File: src/rtl/fifo_drain_pkg.sv
// Shared constants for the FIFO read-side drain controller.
package fifo_drain_pkg;

  localparam int unsigned DATA_W_DEF  = 8;
  localparam int unsigned FRAME_CNT_W = 16;
  localparam int unsigned IDX_W       = 8;

  localparam logic [1:0] IDLE    = 2'd0;
  localparam logic [1:0] READ    = 2'd1;
  localparam logic [1:0] CAPTURE = 2'd2;

endpackage

File: src/rtl/fifo_drain_if.sv
// Valid/ready byte stream with a frame-end marker.
interface fifo_drain_if #(
  parameter int unsigned DATA_W = 8
) ();

  logic              m_valid;
  logic              m_ready;
  logic [DATA_W-1:0] m_data;
  logic              m_last;

  modport master (output m_valid, output m_data, output m_last, input m_ready);
  modport slave  (input m_valid, input m_data, input m_last, output m_ready);

endinterface

File: src/rtl/drain_skid_buf.sv
// Two-entry output buffer; entry 0 is always the head so outputs come straight from flops.
module drain_skid_buf #(
  parameter int unsigned WIDTH = 9
) (
  input  logic             clk,
  input  logic             reset_n,
  input  logic             push,
  input  logic [WIDTH-1:0] push_data,
  output logic             pop_valid,
  input  logic             pop_ready,
  output logic [WIDTH-1:0] pop_data,
  output logic [1:0]       occupancy_c
);

  logic [WIDTH-1:0] data1;
  logic             valid1;
  logic             pop_c;

  assign pop_c       = pop_valid && pop_ready;
  assign occupancy_c = {1'b0, pop_valid} + {1'b0, valid1};

  // Shift-style update: a pop moves entry 1 into the head slot.
  always_ff @(posedge clk or negedge reset_n) begin
    if (!reset_n) begin
      pop_valid <= 1'b0;
      valid1    <= 1'b0;
      pop_data  <= '0;
      data1     <= '0;
    end else begin
      case ({push, pop_c})
        2'b10: begin
          if (!pop_valid) begin
            pop_data  <= push_data;
            pop_valid <= 1'b1;
          end else begin
            data1  <= push_data;
            valid1 <= 1'b1;
          end
        end
        2'b01: begin
          pop_data  <= data1;
          pop_valid <= valid1;
          valid1    <= 1'b0;
        end
        2'b11: begin
          if (valid1) begin
            pop_data <= data1;
            data1    <= push_data;
          end else begin
            pop_data <= push_data;
          end
        end
        default: ;
      endcase
    end
  end

endmodule

File: src/rtl/fifo_drain.sv
// Read-side FIFO controller: single-cycle reads, byte capture, framed valid/ready output.
module fifo_drain
  import fifo_drain_pkg::*;
#(
  parameter int unsigned DATA_W    = DATA_W_DEF,
  parameter int unsigned FRAME_LEN = 16,
  parameter int unsigned BUF_DEPTH = 2
) (
  input  logic                   clk,
  input  logic                   reset_n,
  input  logic                   enable,
  input  logic                   fifo_empty,
  output logic                   fifo_rd_en,
  input  logic [DATA_W-1:0]      fifo_rd_data,
  fifo_drain_if.master           m,
  output logic [FRAME_CNT_W-1:0] frames_done
);

  localparam logic [IDX_W-1:0] LAST_IDX = IDX_W'(FRAME_LEN - 1);

  logic [1:0]       state;
  logic [1:0]       next_state;
  logic [IDX_W-1:0] beat_idx;
  logic [1:0]       occupancy_c;
  logic             capture_c;
  logic             beat_last_c;
  logic             frame_end_c;
  logic [DATA_W:0]  head;

  // Next state plus capture-side strobes; IDLE re-checks the empty flag every time.
  always_comb begin
    next_state  = state;
    capture_c   = 1'b0;
    beat_last_c = (beat_idx == LAST_IDX);
    frame_end_c = m.m_valid && m.m_ready && m.m_last;
    case (state)
      IDLE: begin
        if (enable && !fifo_empty && (occupancy_c < 2'(BUF_DEPTH))) begin
          next_state = READ;
        end
      end
      READ:    next_state = CAPTURE;
      CAPTURE: begin
        capture_c  = 1'b1;
        next_state = IDLE;
      end
      default: next_state = IDLE;
    endcase
  end

  always_ff @(posedge clk or negedge reset_n) begin
    if (!reset_n) begin
      state       <= IDLE;
      fifo_rd_en  <= 1'b0;
      beat_idx    <= '0;
      frames_done <= '0;
    end else begin
      state      <= next_state;
      fifo_rd_en <= (next_state == READ);
      if (capture_c) begin
        beat_idx <= beat_last_c ? '0 : beat_idx + IDX_W'(1);
      end
      if (frame_end_c) begin
        frames_done <= frames_done + FRAME_CNT_W'(1);
      end
    end
  end

  drain_skid_buf #(
    .WIDTH (DATA_W + 1)
  ) u_buf (
    .clk         (clk),
    .reset_n     (reset_n),
    .push        (capture_c),
    .push_data   ({beat_last_c, fifo_rd_data}),
    .pop_valid   (m.m_valid),
    .pop_ready   (m.m_ready),
    .pop_data    (head),
    .occupancy_c (occupancy_c)
  );

  assign m.m_data = head[DATA_W-1:0];
  assign m.m_last = head[DATA_W];

endmodule

File: src/flat_wrapper.sv
// flat-port wrapper written by rule: the top's interface ports become plain ports
module fifo_drain_flat import fifo_drain_pkg::*;
#(
  parameter int unsigned DATA_W    = DATA_W_DEF,
  parameter int unsigned FRAME_LEN = 16,
  parameter int unsigned BUF_DEPTH = 2
)
  (clk, reset_n, enable, fifo_empty, fifo_rd_en, fifo_rd_data, frames_done, m_m_valid, m_m_data, m_m_last, m_m_ready);
  fifo_drain_if #(.DATA_W(DATA_W)) m_i ();
  input  logic clk;
  input  logic reset_n;
  input  logic enable;
  input  logic fifo_empty;
  output logic fifo_rd_en;
  input  logic [DATA_W-1:0] fifo_rd_data;
  output logic [FRAME_CNT_W-1:0] frames_done;
  output wire logic [$bits(m_i.m_valid)-1:0] m_m_valid;
  output wire logic [$bits(m_i.m_data)-1:0] m_m_data;
  output wire logic [$bits(m_i.m_last)-1:0] m_m_last;
  input wire logic [$bits(m_i.m_ready)-1:0] m_m_ready;
  assign m_m_valid = m_i.m_valid;
  assign m_m_data = m_i.m_data;
  assign m_m_last = m_i.m_last;
  assign m_i.m_ready = m_m_ready;
  fifo_drain #(.DATA_W(DATA_W), .FRAME_LEN(FRAME_LEN), .BUF_DEPTH(BUF_DEPTH)) u_core (.clk(clk), .reset_n(reset_n), .enable(enable), .fifo_empty(fifo_empty), .fifo_rd_en(fifo_rd_en), .fifo_rd_data(fifo_rd_data), .m(m_i), .frames_done(frames_done));
endmodule
File: config.mk
export PLATFORM = sky130hd
export DESIGN_NAME = fifo_drain_flat
export DESIGN_NICKNAME = d
export VERILOG_FILES = /design/src/rtl/fifo_drain_pkg.sv /design/src/rtl/fifo_drain_if.sv /design/src/rtl/drain_skid_buf.sv /design/src/rtl/fifo_drain.sv /design/src/flat_wrapper.sv
export SDC_FILE = /design/constraint.sdc
export NUM_CORES = 1
export LEC_CHECK = 0
export CAP_MARGIN = 0
export CORE_ASPECT_RATIO = 1.4
export CORE_MARGIN = 2
export CORE_UTILIZATION = 50
export DETAILED_ROUTE_END_ITERATION = 10
export MAX_ROUTING_LAYER = met4
export PLACE_DENSITY = 0.78
export SETUP_SLACK_MARGIN = 0.2
export SLEW_MARGIN = 40
export SYNTH_ARGS = -nofsm -noshare
export SYNTH_HDL_FRONTEND = slang
export SYNTH_HIERARCHICAL = 1
export SYNTH_SLANG_ARGS = --single-unit
export TNS_END_PERCENT = 1
File: constraint.sdc
create_clock -name clk -period 5.2 [get_ports clk]
set_input_delay 1.04 -clock clk [delete_from_list [all_inputs] [get_ports clk]]
set_output_delay 1.04 -clock clk [all_outputs]
set_load 0.02 [all_outputs]
==> metrics <==
outcome=complete, no violations; leading area contributor after synthesis=dfrtp_1; diodes inserted=0; DR iter-0 viols=47; Core ar.=4170 um2; worst skew pair latency=0.29 ns; Netlist cell types=36; WL per Instance=13.9 um; Synth area leaders=dfrtp_1, mux2_2, xnor2_1; PD cells=415 nW/um2; Yosys reg bits=47; Crit. End Element=register; Root Buffer=clkbuf_8; Clock transition at path regs=0.08 ns; initial antenna violation count=0; nature of the critical path startpoint=input pin; Critical Path RT=5.41 ns; antenna-violating nets left=0; Seq/Total Area, Yosys=55.2%; first drt pass iteration count=4; cell count after synthesis=177; I/O Buffers=39; RSZ-0062 raised after global routing=false; total die area=4810 um2; Netlist Area Pre-Place=2130 um2; # Post-CTS Setup Buffers=0; yosys warns=6; largest net degree at the start of global routing=48; Final Cell Area=2660 um2; Post-synth EDFFs=0; DRC violations left=0; Final Hold Fails=0; Worst-Margin Slew=0.753 ns; synthesized area per cell=12.0 um2; worst reg-to-reg setup slack=2.91 ns; Max-Cap Viols=0; Avg Vias per Cell=5.29; GP Congestion=0.795; total global routing overflow=0; DP Area=2560 um2; Final nets=239; crit path max fanout=9; hold buffers post-CTS=0; most common cell after layout, fill and taps aside=dfrtp_1; final worst path period share=50.4%; post-route minimum period=2.62 ns; most frequent cells in the layout=dfrtp_1, clkdlybuf4s50_1, nand2_1; Synth Flop Type=dfrtp_1; Post-Syn Nets=196; GRT Overall Usage=18.0%; Worst EP arrival=2.83 ns; die width=59.2 um; area grow syn2layout=24.8%; htree depth=2; first-pass GRT wire length=6290 um; dpl hpwl=2740 um; vias in the first global route=1434; max-slew violations=0; clock sinks=47; layout cells sized above 1=13.6%; row count=28; FILL cells=324; Initial Util=51.1%; routed wire length=3680 um; final number of setup-violating endpoints=0; setup TNS=0 ns; Synth async-reset ratio=100%; maximum operating frequency=0.382 GHz; CTS tree=done; post-cts sizing count=0; io pins=40; Synth top area share=55.2%; slew margin rel.=48.8%; Clock Skew=0.00556 ns; CTS Buffer Depth=2; cts bufs inserted=5; Hold Crit Class=register to register; critical path class=input pin to register; die height=81.2 um; leakage=1.19 nW; VDD IR max=0.248 mV; via count=1401
[critical path, stage by stage]
cell,delay [ns]
clkdlybuf4s50_1,0.52
and2_1,0.19
ha_1,0.25
mux2i_2,0.50
a22oi_1,0.13
o21ai_0,0.19
[cell families (layout without fill, tap and decap cells)]
kind of cell               Yosys count  in the layout  synth area share [%]
AOI/OAI and AO/OA                   26             26                  7.69
xor gates and xnor gates            20             20                  8.22
adders and majority gates            6              6                  3.52
buffers and inverters                8             51                  1.70
DFF                                 47             47                  55.2
muxes                               15             15                  8.10
and+or+nand+nor                     55             55                  15.6
[layout make-up]
| class | instances | area, um2 | area share (%) |
|---|---|---|---|
| clock buffers | 6 | 72.6 | 2.73 |
| clock inverters | 1 | 30.0 | 1.13 |
| inverters | 5 | 18.8 | 0.706 |
| multi-input cells | 122 | 918 | 34.5 |
| flip-flops and latches | 47 | 1180 | 44.2 |
| well taps | 45 | 56.3 | 2.12 |
| repair buffers | 39 | 388 | 14.6 |
[registers in the layout, summed over array words and instances (netlist names)]
signal	flops
u_core/beat_idx	8
u_core/fifo_rd_en	1
u_core/frames_done	16
u_core/state	2
u_core/u_buf/data1	9
u_core/u_buf/pop_data	9
u_core/u_buf/pop_valid	1
u_core/u_buf/valid1	1
[report_power, final]
| part | leakage (nW) | switching, W | internal, W |
|---|---|---|---|
| logic | 0.535 | 0.000158 | 0.000166 |
| clock network | 0.0513 | 0.000111 | 0.000141 |
| registers | 0.604 | 0.0000727 | 0.000457 |
[cells in the mapped netlist, drive strengths merged (4+ instances only)]
cell   count
inv        5
xnor2     11
dfrtp     47
and4       4
nor3       5
a22oi      9
ha         6
nor2       8
nand2     17
xor2       9
nand3      9
mux2      12
o21ai     11
[worst paths after layout]
check	startpoint	end	cells after the start
worst max-delay path	m_m_ready	u_core/u_buf/pop_data[2]$_DFFE_PN0P_	6
worst min-delay path	u_core/frames_done[15]$_DFFE_PN0P_	u_core/frames_done[15]$_DFFE_PN0P_	1
worst max register to register	u_core/state[1]$_DFF_PN0_	u_core/u_buf/pop_data[2]$_DFFE_PN0P_	5
worst min register to register	u_core/frames_done[15]$_DFFE_PN0P_	u_core/frames_done[15]$_DFFE_PN0P_	1
max in group asynchronous	reset_n	u_core/beat_idx[1]$_DFFE_PN0P_	1
min in group asynchronous	reset_n	u_core/frames_done[7]$_DFFE_PN0P_	1
[through the flow]
stage	hold slack, ns	setup WS (ns)	power (W)	utilization [%]	instances
3_5_place_dp	0.459	2.30	0.000864	61.3	258
4_1_cts	0.476	2.61	0.00112	63.8	265
5_1_grt	0.490	2.40	0.00117	63.8	265
3_3_place_gp	0.458	2.36	0.000849	61.3	258
2_1_floorplan	0.443	2.96	0.000731	-	177
6_report	0.469	2.58	0.00110	63.8	265
[per-layer routing]
layer / track usage (%) / up-vias / share of wire [%]
li1: - / 704 / -
met1: 20.0 / 657 / 43
met2: 30.2 / 29 / 52
met3: 3.98 / 11 / 3.3
met4: 8.64 / 0 / 2.4
met5: - / - / 0
Power figures use the tool's default switching activity.
